$ cat config.mk
export PLATFORM = sky130hd
export DESIGN_NAME = sega_joy_reader
export DESIGN_NICKNAME = d
export VERILOG_FILES = /design/src/rtl/sega_joy_pkg.sv /design/src/rtl/sega_joy_port.sv /design/src/rtl/sega_joy_reader.sv
export SDC_FILE = /design/constraint.sdc
export NUM_CORES = 1
export LEC_CHECK = 0
export ABC_AREA = 1
export BUFFER_PORTS_ARGS = -buffer_cell sky130_fd_sc_hd__buf_2
export CORE_UTILIZATION = 44
export DETAILED_ROUTE_END_ITERATION = 7
export PLACE_DENSITY_LB_ADDON = 0.12
export SYNTH_ARGS = -nofsm -noshare
export SYNTH_HDL_FRONTEND = slang
export SYNTH_SLANG_ARGS = --single-unit
$ cat constraint.sdc
create_clock -name clk_sys -period 4.6 [get_ports clk_sys]
set_clock_uncertainty 0.2 [all_clocks]
set_input_delay 0.92 -clock clk_sys [delete_from_list [all_inputs] [get_ports clk_sys]]
set_output_delay 0.92 -clock clk_sys [all_outputs]
set_load 0.005 [all_outputs]
$ cat src/rtl/sega_joy_pkg.sv
// Shared step numbering, mode codes and joy_o bit layout for the DB9 pad reader.
package sega_joy_pkg;

  localparam int unsigned STEP_SEL0    = 0;
  localparam int unsigned STEP_SEL1    = 1;
  localparam int unsigned STEP_CAP_LO  = 2;
  localparam int unsigned STEP_CAP_HI  = 3;
  localparam int unsigned STEP_SEL4    = 4;
  localparam int unsigned STEP_DETECT  = 5;
  localparam int unsigned STEP_CAP_XYZ = 6;
  localparam int unsigned STEP_COMMIT  = 7;

  localparam int MODE_AUTO      = 0;
  localparam int MODE_THREE_BTN = 1;
  localparam int MODE_SMS       = 2;

  localparam int BIT_U = 0;
  localparam int BIT_D = 1;
  localparam int BIT_L = 2;
  localparam int BIT_R = 3;
  localparam int BIT_B = 4;
  localparam int BIT_C = 5;
  localparam int BIT_A = 6;
  localparam int BIT_S = 7;
  localparam int BIT_Z = 8;
  localparam int BIT_Y = 9;
  localparam int BIT_X = 10;
  localparam int BIT_M = 11;

  // One-cycle action flags decoded from the step counter in the strobe cycle.
  typedef struct packed {
    logic cap_lo;
    logic cap_hi;
    logic detect;
    logic cap_xyz;
    logic commit;
  } step_act_t;

  // Select level driven from a given step; forced modes never open the third low phase.
  function automatic logic sel_for_step(input int unsigned step, input int mode);
    logic [31:0] w_s;
    w_s = step;
    if (step >= STEP_COMMIT) return 1'b1;
    if (mode != MODE_AUTO && step >= STEP_SEL4) return 1'b1;
    return w_s[0];
  endfunction

endpackage

$ cat src/rtl/sega_joy_port.sv
// One pad's capture path: shadow frame, md/6-button detection and six_btn hysteresis.
module sega_joy_port
  import sega_joy_pkg::*;
#(
  parameter int MODE = 0
) (
  input  logic        clk_sys,
  input  logic        reset,
  input  step_act_t   i_act,
  input  logic [5:0]  i_pad,
  output logic [11:0] o_joy,
  output logic        o_six_btn,
  output logic        o_md_pad
);

  localparam bit FORCE_SMS = (MODE == MODE_SMS);

  logic [11:0] r_shadow;
  logic [11:0] r_joy;
  logic        r_cand;
  logic        r_md;
  logic        r_six;
  logic        r_md_pad;
  logic [1:0]  r_cnt;

  logic       w_p9, w_p6, w_right, w_left;
  logic       w_flip;
  logic       w_six_next;
  logic [1:0] w_cnt_next;

  assign w_p9    = i_pad[5];
  assign w_p6    = i_pad[4];
  assign w_right = i_pad[3];
  assign w_left  = i_pad[2];

  // r_cnt counts consecutive scans whose cand disagrees with the current six_btn state.
  always_comb begin
    w_flip     = 1'b0;
    w_cnt_next = 2'd0;
    if (r_cand != r_six) begin
      if (r_cnt == 2'd1) w_flip = 1'b1;
      else w_cnt_next = (r_cnt == 2'd3) ? 2'd3 : r_cnt + 2'd1;
    end
    w_six_next = r_six ^ w_flip;
  end

  always_ff @(posedge clk_sys) begin
    if (reset) begin
      r_shadow <= '1;
      r_joy    <= '1;
      r_cand   <= 1'b0;
      r_md     <= 1'b0;
      r_six    <= 1'b0;
      r_md_pad <= 1'b0;
      r_cnt    <= 2'd0;
    end else begin
      if (i_act.cap_lo) begin
        r_shadow[5:0] <= i_pad;
        r_cand        <= 1'b0;
      end
      if (i_act.cap_hi) begin
        if (!FORCE_SMS && !w_right && !w_left) begin
          r_shadow[BIT_S:BIT_A] <= {w_p9, w_p6};
          r_md                  <= 1'b1;
        end else begin
          r_shadow[BIT_S:BIT_B] <= {2'b11, w_p9, w_p6};
          r_md                  <= 1'b0;
        end
      end
      if (i_act.detect) r_cand <= ~|i_pad[3:0];
      if (i_act.cap_xyz) r_shadow[BIT_M:BIT_Z] <= r_cand ? i_pad[3:0] : 4'hF;
      if (i_act.commit) begin
        r_joy    <= {w_six_next ? r_shadow[BIT_M:BIT_Z] : 4'hF, r_shadow[BIT_S:BIT_U]};
        r_md_pad <= r_md;
        r_six    <= w_six_next;
        r_cnt    <= w_cnt_next;
      end
    end
  end

  assign o_joy     = r_joy;
  assign o_six_btn = r_six;
  assign o_md_pad  = r_md_pad;

endmodule

$ cat src/rtl/sega_joy_reader.sv
// DB9 Sega pad scanner: hsync-paced step sequencer driving the select line, one capture block per port.
module sega_joy_reader
  import sega_joy_pkg::*;
#(
  parameter int NUM_PORTS = 2,
  parameter int STEP_W    = 8,
  parameter int MODE      = 0
) (
  input  logic                    clk_sys,
  input  logic                    reset,
  input  logic                    hs_i,
  input  logic [NUM_PORTS*6-1:0]  pad_i,
  output logic                    sel_o,
  output logic [NUM_PORTS*12-1:0] joy_o,
  output logic [NUM_PORTS-1:0]    six_btn_o,
  output logic [NUM_PORTS-1:0]    md_pad_o,
  output logic                    valid_o
);

  logic                   r_hs_s1, r_hs_s2, r_hs_d;
  logic [NUM_PORTS*6-1:0] r_pad_s1, r_pad_s2;
  logic [STEP_W-1:0]      r_step;
  logic                   r_sel;
  logic                   r_valid;

  logic        w_strobe;
  int unsigned w_step;
  step_act_t   w_act;

  assign w_strobe = r_hs_d & ~r_hs_s2;
  assign w_step   = 32'(r_step);

  always_comb begin
    w_act = '0;
    if (w_strobe) begin
      w_act.cap_lo  = (w_step == STEP_CAP_LO);
      w_act.cap_hi  = (w_step == STEP_CAP_HI);
      w_act.detect  = (w_step == STEP_DETECT) && (MODE == MODE_AUTO);
      w_act.cap_xyz = (w_step == STEP_CAP_XYZ) && (MODE == MODE_AUTO);
      w_act.commit  = (w_step == STEP_COMMIT);
    end
  end

  // Reset takes priority over a coincident strobe; idle-high flops avoid a false edge on release.
  always_ff @(posedge clk_sys) begin
    if (reset) begin
      r_hs_s1  <= 1'b1;
      r_hs_s2  <= 1'b1;
      r_hs_d   <= 1'b1;
      r_pad_s1 <= '1;
      r_pad_s2 <= '1;
      r_step   <= '0;
      r_sel    <= 1'b1;
      r_valid  <= 1'b0;
    end else begin
      r_hs_s1  <= hs_i;
      r_hs_s2  <= r_hs_s1;
      r_hs_d   <= r_hs_s2;
      r_pad_s1 <= pad_i;
      r_pad_s2 <= r_pad_s1;
      r_valid  <= w_act.commit;
      if (w_strobe) begin
        r_step <= r_step + STEP_W'(1);
        r_sel  <= sel_for_step(w_step, MODE);
      end
    end
  end

  for (genvar p = 0; p < NUM_PORTS; p++) begin : g_port
    sega_joy_port #(
      .MODE(MODE)
    ) u_port (
      .clk_sys  (clk_sys),
      .reset    (reset),
      .i_act    (w_act),
      .i_pad    (r_pad_s2[6*p +: 6]),
      .o_joy    (joy_o[12*p +: 12]),
      .o_six_btn(six_btn_o[p]),
      .o_md_pad (md_pad_o[p])
    );
  end

  assign sel_o   = r_sel;
  assign valid_o = r_valid;

endmodule

==> out/qor.log, run 1 <==
qor: floorplan.die_y 92.9 um
qor: critical_path.timing.setup.critical_path_class in -> reg
qor: critical_path.ff2ff_path_depth 7
qor: timing.final_critical_path_share_of_the_clock_period 0.487
qor: clocking.cts-resized-gates 0
qor: timing.maxClockFrequency 0.447 GHz
qor: synthesis.synth.yosys.seq_area_share 0.534
qor: placed_design.routabilityCongestion 0.836
qor: timing.slew_at_the_pin_closest_to_its_max_slew_limit 0.892 ns
qor: global_route.grt_first_pass_wirelength 11200 um
qor: synthesis.synth_fp_nets 448
qor: status.run_status completed
qor: clocking.worstSkewPairLatency 0.36 ns
qor: floorplan.fp.coreArea 7850 sq um
qor: synthesis.ys_ff_latch 97
qor: placed_design.port-buffer-count 44
qor: finish.antennaDiodeCount 0
qor: timing.final-hold-violation-count 0
qor: finish.most-common-layout-cells sky130_fd_sc_hd__dfxtp_1, sky130_fd_sc_hd__nand2_1, sky130_fd_sc_hd__nand3_1, sky130_fd_sc_hd__buf_2, sky130_fd_sc_hd__nor2_1
qor: clocking.htreeDepth 3
qor: global_route.global_route.usage.total 0.167
qor: floorplan.die_area 8630 sq um
qor: floorplan.placement_rows 32
qor: clocking.clockBufferDepth 2
qor: clocking.cts_inserted_buffers 9
qor: finish.final_nets 481
qor: timing.finalWorstPathRequiredPeriod 2.24 ns
qor: timing.finalSetupTns 0 ns
qor: finish.final_layout_size_suffix_gt1_frac 0.237
qor: route.detail_route.wirelength 6650 um
qor: synthesis.synth_xor_xnor_area_share 0.00482
qor: synthesis.yosys-mux-area-fraction 0
qor: route.detail_route.drc_violations 0
qor: global_route.globalRoute.totalOverflow 0
qor: floorplan.die_width 92.9 um
qor: power.p_leak 1.78 nW
qor: critical_path.critical_path.max_fanout 55
qor: worst_hold_path.hold_path_depth 1
qor: finish.mostFrequentLayoutCell sky130_fd_sc_hd__dfxtp_1
qor: synthesis.yosys.area.top_type_share 0.534
qor: synthesis.synth_top_area_cell sky130_fd_sc_hd__dfxtp_1
qor: clocking.tritoncts built
qor: timing.rsz0062_at_grt no
qor: synthesis.post_synth_fa_ha_maj_area_fraction 0.0103
qor: synthesis.yosys.cell_types.count 30
qor: job.drv_cap 0
qor: clocking.clkSinkCount 97
qor: placed_design.post-dp-hpwl 4470 um
qor: critical_path.regToRegSetupSlack 2.51 ns
qor: worst_hold_path.hold_class reg -> reg
qor: finish.area.growth.synth_to_final 11.7%
qor: critical_path.crit_arrival 2.33 ns
qor: floorplan.start_util 0.463
qor: global_route.first_global_vias 2324
qor: route.viasPerCell 4.78
qor: critical_path.critPathRequiredTime 4.69 ns
qor: synthesis.synthCells 430
qor: synthesis.synth_top_family_by_area simple AND/OR/NAND/NOR gates
qor: clocking.clk_pin_slew_worst_paths 0.09 ns
qor: synthesis.synth.yosys.warnings 0
qor: synthesis.synth_compound_gate_area_share 0.0778
qor: synthesis.synth_area 3630 sq um
qor: timing.worst_rel_slew_slack 0.405
qor: route.detail_route.first_pass.iterations 7
qor: power.pwr_density_cell 362 nW/um^2
qor: synthesis.netlist_top_cells_area sky130_fd_sc_hd__dfxtp_1, sky130_fd_sc_hd__nand2_1, sky130_fd_sc_hd__nand3_1, sky130_fd_sc_hd__or2_2, sky130_fd_sc_hd__nor2_1
qor: synthesis.syn_avg_cell_area 8.45 sq um
qor: global_route.number_of_antenna_violations_at_the_first_check_in_global_routing 0
qor: route.via_count 2726
qor: clocking.ctsRootBufferMaster sky130_fd_sc_hd__clkbuf_8
qor: synthesis.synth-simple-area-share 0.303
qor: timing.number_of_pins_with_negative_max_slew_slack_in_the_final_report 0
qor: critical_path.startpoint_type input pin
qor: power.worst_ir_drop_vdd 0.000164 V
qor: clocking.cts.hold.buffers_added 0
qor: timing.setup_viol_count_final 0
qor: clocking.post_cts.repair.setup_buffers 0
qor: route.detailedRoute.firstIterationViolations 125
qor: floorplan.design.portCount 45
qor: route.postRouteAntennaNets 0
qor: global_route.grt_max_degree 56
qor: critical_path.worst_setup_path_end_kind register
qor: route.routed_wire_per_std_cell 11.7 um
qor: power.total_power 0.00147 W
==> state kept, by name, summed over array words and instances, names as in the netlist <==
register                 count
r_pad_s1                    12
g_port.u_port.r_shadow      24
g_port.u_port.r_md           2
g_port.u_port.o_six_btn      2
r_hs_d                       1
g_port.u_port.r_cand         2
valid_o                      1
r_hs_s2                      1
g_port.u_port.r_cnt          4
r_hs_s1                      1
g_port.u_port.o_md_pad       2
g_port.u_port.o_joy         24
sel_o                        1
r_step                       8
r_pad_s2                    12
==> per-stage QoR <==
step                cell area (sq um)  worst slack, ns  instances  hold slack, ns   util
floorplan                        3630             2.71        430           0.189      -
global placement                 3840             2.00        554           0.193  0.490
detailed placement               3840             1.96        554           0.196  0.490
CTS                              4060             2.30        570           0.218  0.517
global route                     4060             2.15        570           0.227  0.517
finish                           4060             2.36        570           0.214  0.517
==> synth_stat cells (all sizes together) <==
cell    instances
nand3          64
xnor2           2
nand2          93
nor2           37
o21ai          25
clkinv          1
dfxtp          97
a21oi          22
or2            26
nor3            2
ha              3
o211ai          4
clkbuf         10
nand4           2
o22ai           1
buf            12
inv            29
==> kinds of logic (layout without fill, tap and decap cells) <==
group / Yosys count / count (layout)
AND/OR/NAND/NOR: 224 / 224
XOR/XNOR: 2 / 2
adder cells (fa/ha/maj): 3 / 3
AO/OA/AOI/OAI: 52 / 52
flip-flops: 97 / 97
buffers and inverters: 52 / 90
==> power breakdown <==
part / total (W) / internal, W / switching [W]
sequential: 0.000860 / 0.000852 / 0.00000713
clock: 0.000572 / 0.000284 / 0.000288
combinational: 0.0000392 / 0.0000160 / 0.0000231
==> path summary, 6_finish.rpt <==
kind / endpoint / from
min: r_hs_s2 / r_hs_s1
max: r_step[3] / reset
min reg2reg: r_hs_s2 / r_hs_s1
max reg2reg: g_port[1].u_port.o_joy[10] / r_step[0]
==> cell type report <==
class | instances | area (sq um)
clock buffers | 11 | 151
clock inverters | 5 | 63.8
fillers | 792 | 3790
inverters | 30 | 115
multi-input cells | 281 | 1440
flip-flops and latches | 97 | 1940
well taps | 102 | 128
repair buffers | 44 | 220
==> worst max-delay path: stages <==
cell	delay, ns
sky130_fd_sc_hd__buf_2	0.30
sky130_fd_sc_hd__inv_2	0.73
sky130_fd_sc_hd__o21ai_0	0.20
sky130_fd_sc_hd__a21oi_1	0.15
==> per-layer routing <==
metal / share of wire / GRT usage
met1: 0.53 / 0.237
met2: 0.41 / 0.237
met3: 0.047 / 0.0353
met4: 0.011 / 0.0885
met5: 0 / 0
No activity file was read; power rests on OpenSTA's default activity.
==> run 2, diff against run 1 <==
ABC_AREA = 0   (was 1)
clock period = 1.9 ns   (was 4.6 ns; I/O delays follow)
==> out/qor.log, run 2 <==
qor: status.run_status completed
qor: clocking.clockBufferDepth 2
qor: worst_hold_path.hold_path_depth 2
qor: route.detail_route.drc_violations 0
qor: finish.seqCellArea 1940 sq um
qor: synthesis.synth.yosys.warnings 0
qor: finish.area.growth.synth_to_final 16.4%
qor: clocking.worstSkewPairLatency 0.36 ns
qor: critical_path.critical_path.max_fanout 8
qor: critical_path.timing.critical_path.buf_inv 0
qor: global_route.globalRoute.totalOverflow 0
qor: route.routed_wire_per_std_cell 13.5 um
qor: synthesis.netlist_top_cells_area sky130_fd_sc_hd__dfxtp_1, sky130_fd_sc_hd__mux2i_1, sky130_fd_sc_hd__nor2_1, sky130_fd_sc_hd__or2_2, sky130_fd_sc_hd__nand2b_1
qor: synthesis.most_frequent_cell_after_synthesis sky130_fd_sc_hd__dfxtp_1
qor: synthesis.synth_edf_count 0
qor: critical_path.regToRegSetupSlack 0.15 ns
qor: synthesis.synth-async-reset-ratio 0
qor: placed_design.post-dp-hpwl 4790 um
qor: synthesis.yosys.area.top_type_share 0.511
qor: timing.final-hold-violation-count 0
qor: global_route.grt_max_degree 34
qor: timing.layout_setup_ws 0.154 ns
qor: route.via_count 2653
qor: clocking.post_cts.repair.setup_buffers 0
qor: route.detail_route.first_pass.iterations 4
qor: finish.most-common-layout-cells sky130_fd_sc_hd__dfxtp_1, sky130_fd_sc_hd__nor2_1, sky130_fd_sc_hd__mux2i_1, sky130_fd_sc_hd__buf_2, sky130_fd_sc_hd__or2_2
qor: floorplan.die_width 94.9 um
qor: route.postRouteAntennaNets 0
qor: power.p_leak 1.93 nW
qor: timing.rsz0062_at_grt no
qor: power.pwr_density_cell 834 nW/um^2
qor: clocking.ctsRootBufferMaster sky130_fd_sc_hd__clkbuf_8
qor: worst_hold_path.min_delay_worst_endpoint valid_o
qor: synthesis.synth_area 3800 sq um
qor: route.detailedRoute.firstIterationViolations 113
qor: placed_design.dp_slack 0.0851 ns
qor: floorplan.die_area 9010 sq um
qor: critical_path.ff2ff_path_depth 3
qor: synthesis.synth_fp_nets 384
qor: clocking.cts_inserted_buffers 9
qor: route.detail_route.wirelength 7130 um
qor: floorplan.placement_rows 33
qor: synthesis.synth_top_cells_by_count sky130_fd_sc_hd__dfxtp_1, sky130_fd_sc_hd__nor2_1, sky130_fd_sc_hd__mux2i_1
qor: job.drv_cap 0
qor: synthesis.syn_avg_cell_area 10.4 sq um
qor: critical_path.critical-path-slowest-cell sky130_fd_sc_hd__nor4_4
qor: synthesis.yosys.cell_types.count 43
qor: floorplan.fp.coreArea 8300 sq um
qor: placed_design.routabilityCongestion 0.745
qor: synthesis.synth_top_area_cell sky130_fd_sc_hd__dfxtp_1
qor: timing.worst_rel_slew_slack 0.698
qor: timing.finalWorstPathRequiredPeriod 1.75 ns
qor: clocking.htreeDepth 3
qor: critical_path.crit_arrival 1.80 ns
qor: timing.slew_at_the_pin_closest_to_its_max_slew_limit 0.452 ns
qor: critical_path.startpoint_type register
qor: finish.antennaDiodeCount 0
qor: synthesis.synth.yosys.seq_area_share 0.511
qor: synthesis.synthCells 366
qor: floorplan.start_util 0.458
qor: route.viasPerCell 5.03
qor: power.worst_ir_drop_vdd 0.000455 V
qor: critical_path.critPathRequiredTime 1.95 ns
qor: clocking.tritoncts built
qor: floorplan.design.portCount 45
qor: global_route.number_of_antenna_violations_at_the_first_check_in_global_routing 0
qor: clocking.clk_pin_slew_worst_paths 0.09 ns
qor: finish.fillers 767
qor: global_route.grt_first_pass_wirelength 11800 um
qor: critical_path.startpoint_of_the_worst_slack_reg_to_reg_timing_path r_step[2]
qor: global_route.global_route.usage.total 0.175
qor: synthesis.ys_ff_latch 97
qor: global_route.first_global_vias 2443
qor: critical_path.crit_path_cell_trace nor4_4 -> nand3_2 -> mux2i_1
qor: timing.number_of_pins_with_negative_max_slew_slack_in_the_final_report 0
qor: finish.postLayoutCoreUtil 0.533
qor: critical_path.worst_setup_path_end_kind register
qor: placed_design.port-buffer-count 44
qor: floorplan.die_y 94.9 um
qor: timing.finalSetupTns 0 ns
qor: timing.setup_viol_count_final 0
qor: timing.maxClockFrequency 0.573 GHz
qor: synthesis.postSynth.topFlopCell sky130_fd_sc_hd__dfxtp_1
qor: critical_path.worst_r2r_endpoint g_port[1].u_port.r_shadow[7]
qor: finish.final_layout_size_suffix_gt1_frac 0.268
qor: clocking.clkSinkCount 97
qor: worst_hold_path.hold_class in -> reg
qor: finish.mostFrequentLayoutCell sky130_fd_sc_hd__dfxtp_1
qor: critical_path.timing.setup.critical_path_class reg -> reg
qor: timing.final_critical_path_share_of_the_clock_period 0.919
qor: worst_hold_path.holdCritStartpoint reset
qor: critical_path.worst_path_dominant_cell_family simple AND/OR/NAND/NOR gates
qor: finish.final_nets 436
qor: critical_path.cp_slowest_stage_delay 0.49 ns
qor: finish.multi_input_comb_area 1670 sq um
run 2: cell types whose count changed in the layout (fill, tap and decap cells not counted), sizes merged, moves of 14 or more:
cell   change
a21oi     -14
inv       -25
mux2i     +48
nand2     -89
nand3     -59
nor2      +27
o21ai     -24
run 2: worst max path at each step:
stage	startpoint	endpoint	slack (ns)	cells after the start
floorplan	r_step[0]	g_port[0].u_port.r_cand	0.31	5
finish	r_step[2]	g_port[1].u_port.r_shadow[7]	0.15	3
global placement	r_step[1]	g_port[1].u_port.o_joy[8]	0.15	4
detailed placement	r_step[0]	g_port[0].u_port.o_joy[10]	0.09	4
global route	r_step[0]	g_port[1].u_port.r_cand	0.04	5
CTS	r_step[0]	g_port[0].u_port.o_six_btn	0.08	4
run 2: through the flow:
stage / hold slack, ns / power (W) / instances / instance area (sq um)
2_1_floorplan: 0.189 / 0.00221 / 366 / 3800
3_3_place_gp: 0.192 / 0.00224 / 499 / 4070
3_5_place_dp: 0.197 / 0.00225 / 499 / 4070
4_1_cts: 0.0000121 / 0.00372 / 526 / 4410
5_1_grt: 0.226 / 0.00381 / 527 / 4420
6_report: 0.192 / 0.00369 / 527 / 4420
run 2: area by class of cell:
type	count	area share
Multi-Input combinational cell	240	0.378
Clock inverter	6	0.0209
Sequential cell	97	0.439
Inverter	3	0.00255
Tap cell	105	0.0297
Clock buffer	9	0.0280
Timing Repair Buffer	67	0.102
run 2: kinds of logic after synthesis:
logic type,share of synthesized area
AO/OA/AOI/OAI,0.0738
XOR/XNOR,0.00692
adder cells (fa/ha/maj),0.00988
buffers and inverters,0.0501
flip-flops,0.511
multiplexers,0.135
AND/OR/NAND/NOR,0.213
run 2: per-layer routing:
metal  global-route usage  share of wire
met1                0.222           0.48
met2                0.282           0.48
met3               0.0362          0.020
met4               0.0833          0.020
met5                    0              0
run 2: report_power, final:
part | internal [W] | switching, W | leakage, nW
clock | 0.000741 | 0.000730 | 0.102
sequential | 0.00206 | 0.0000184 | 0.790
combinational | 0.0000709 | 0.0000670 | 1.03
run 2: what timing repair did:
item	4_1_cts	5_1_grt
hold endpoints to repair	12	1
hold buffers	12	1
resized for setup	0	2
endpoints found under the setup margin	0	13
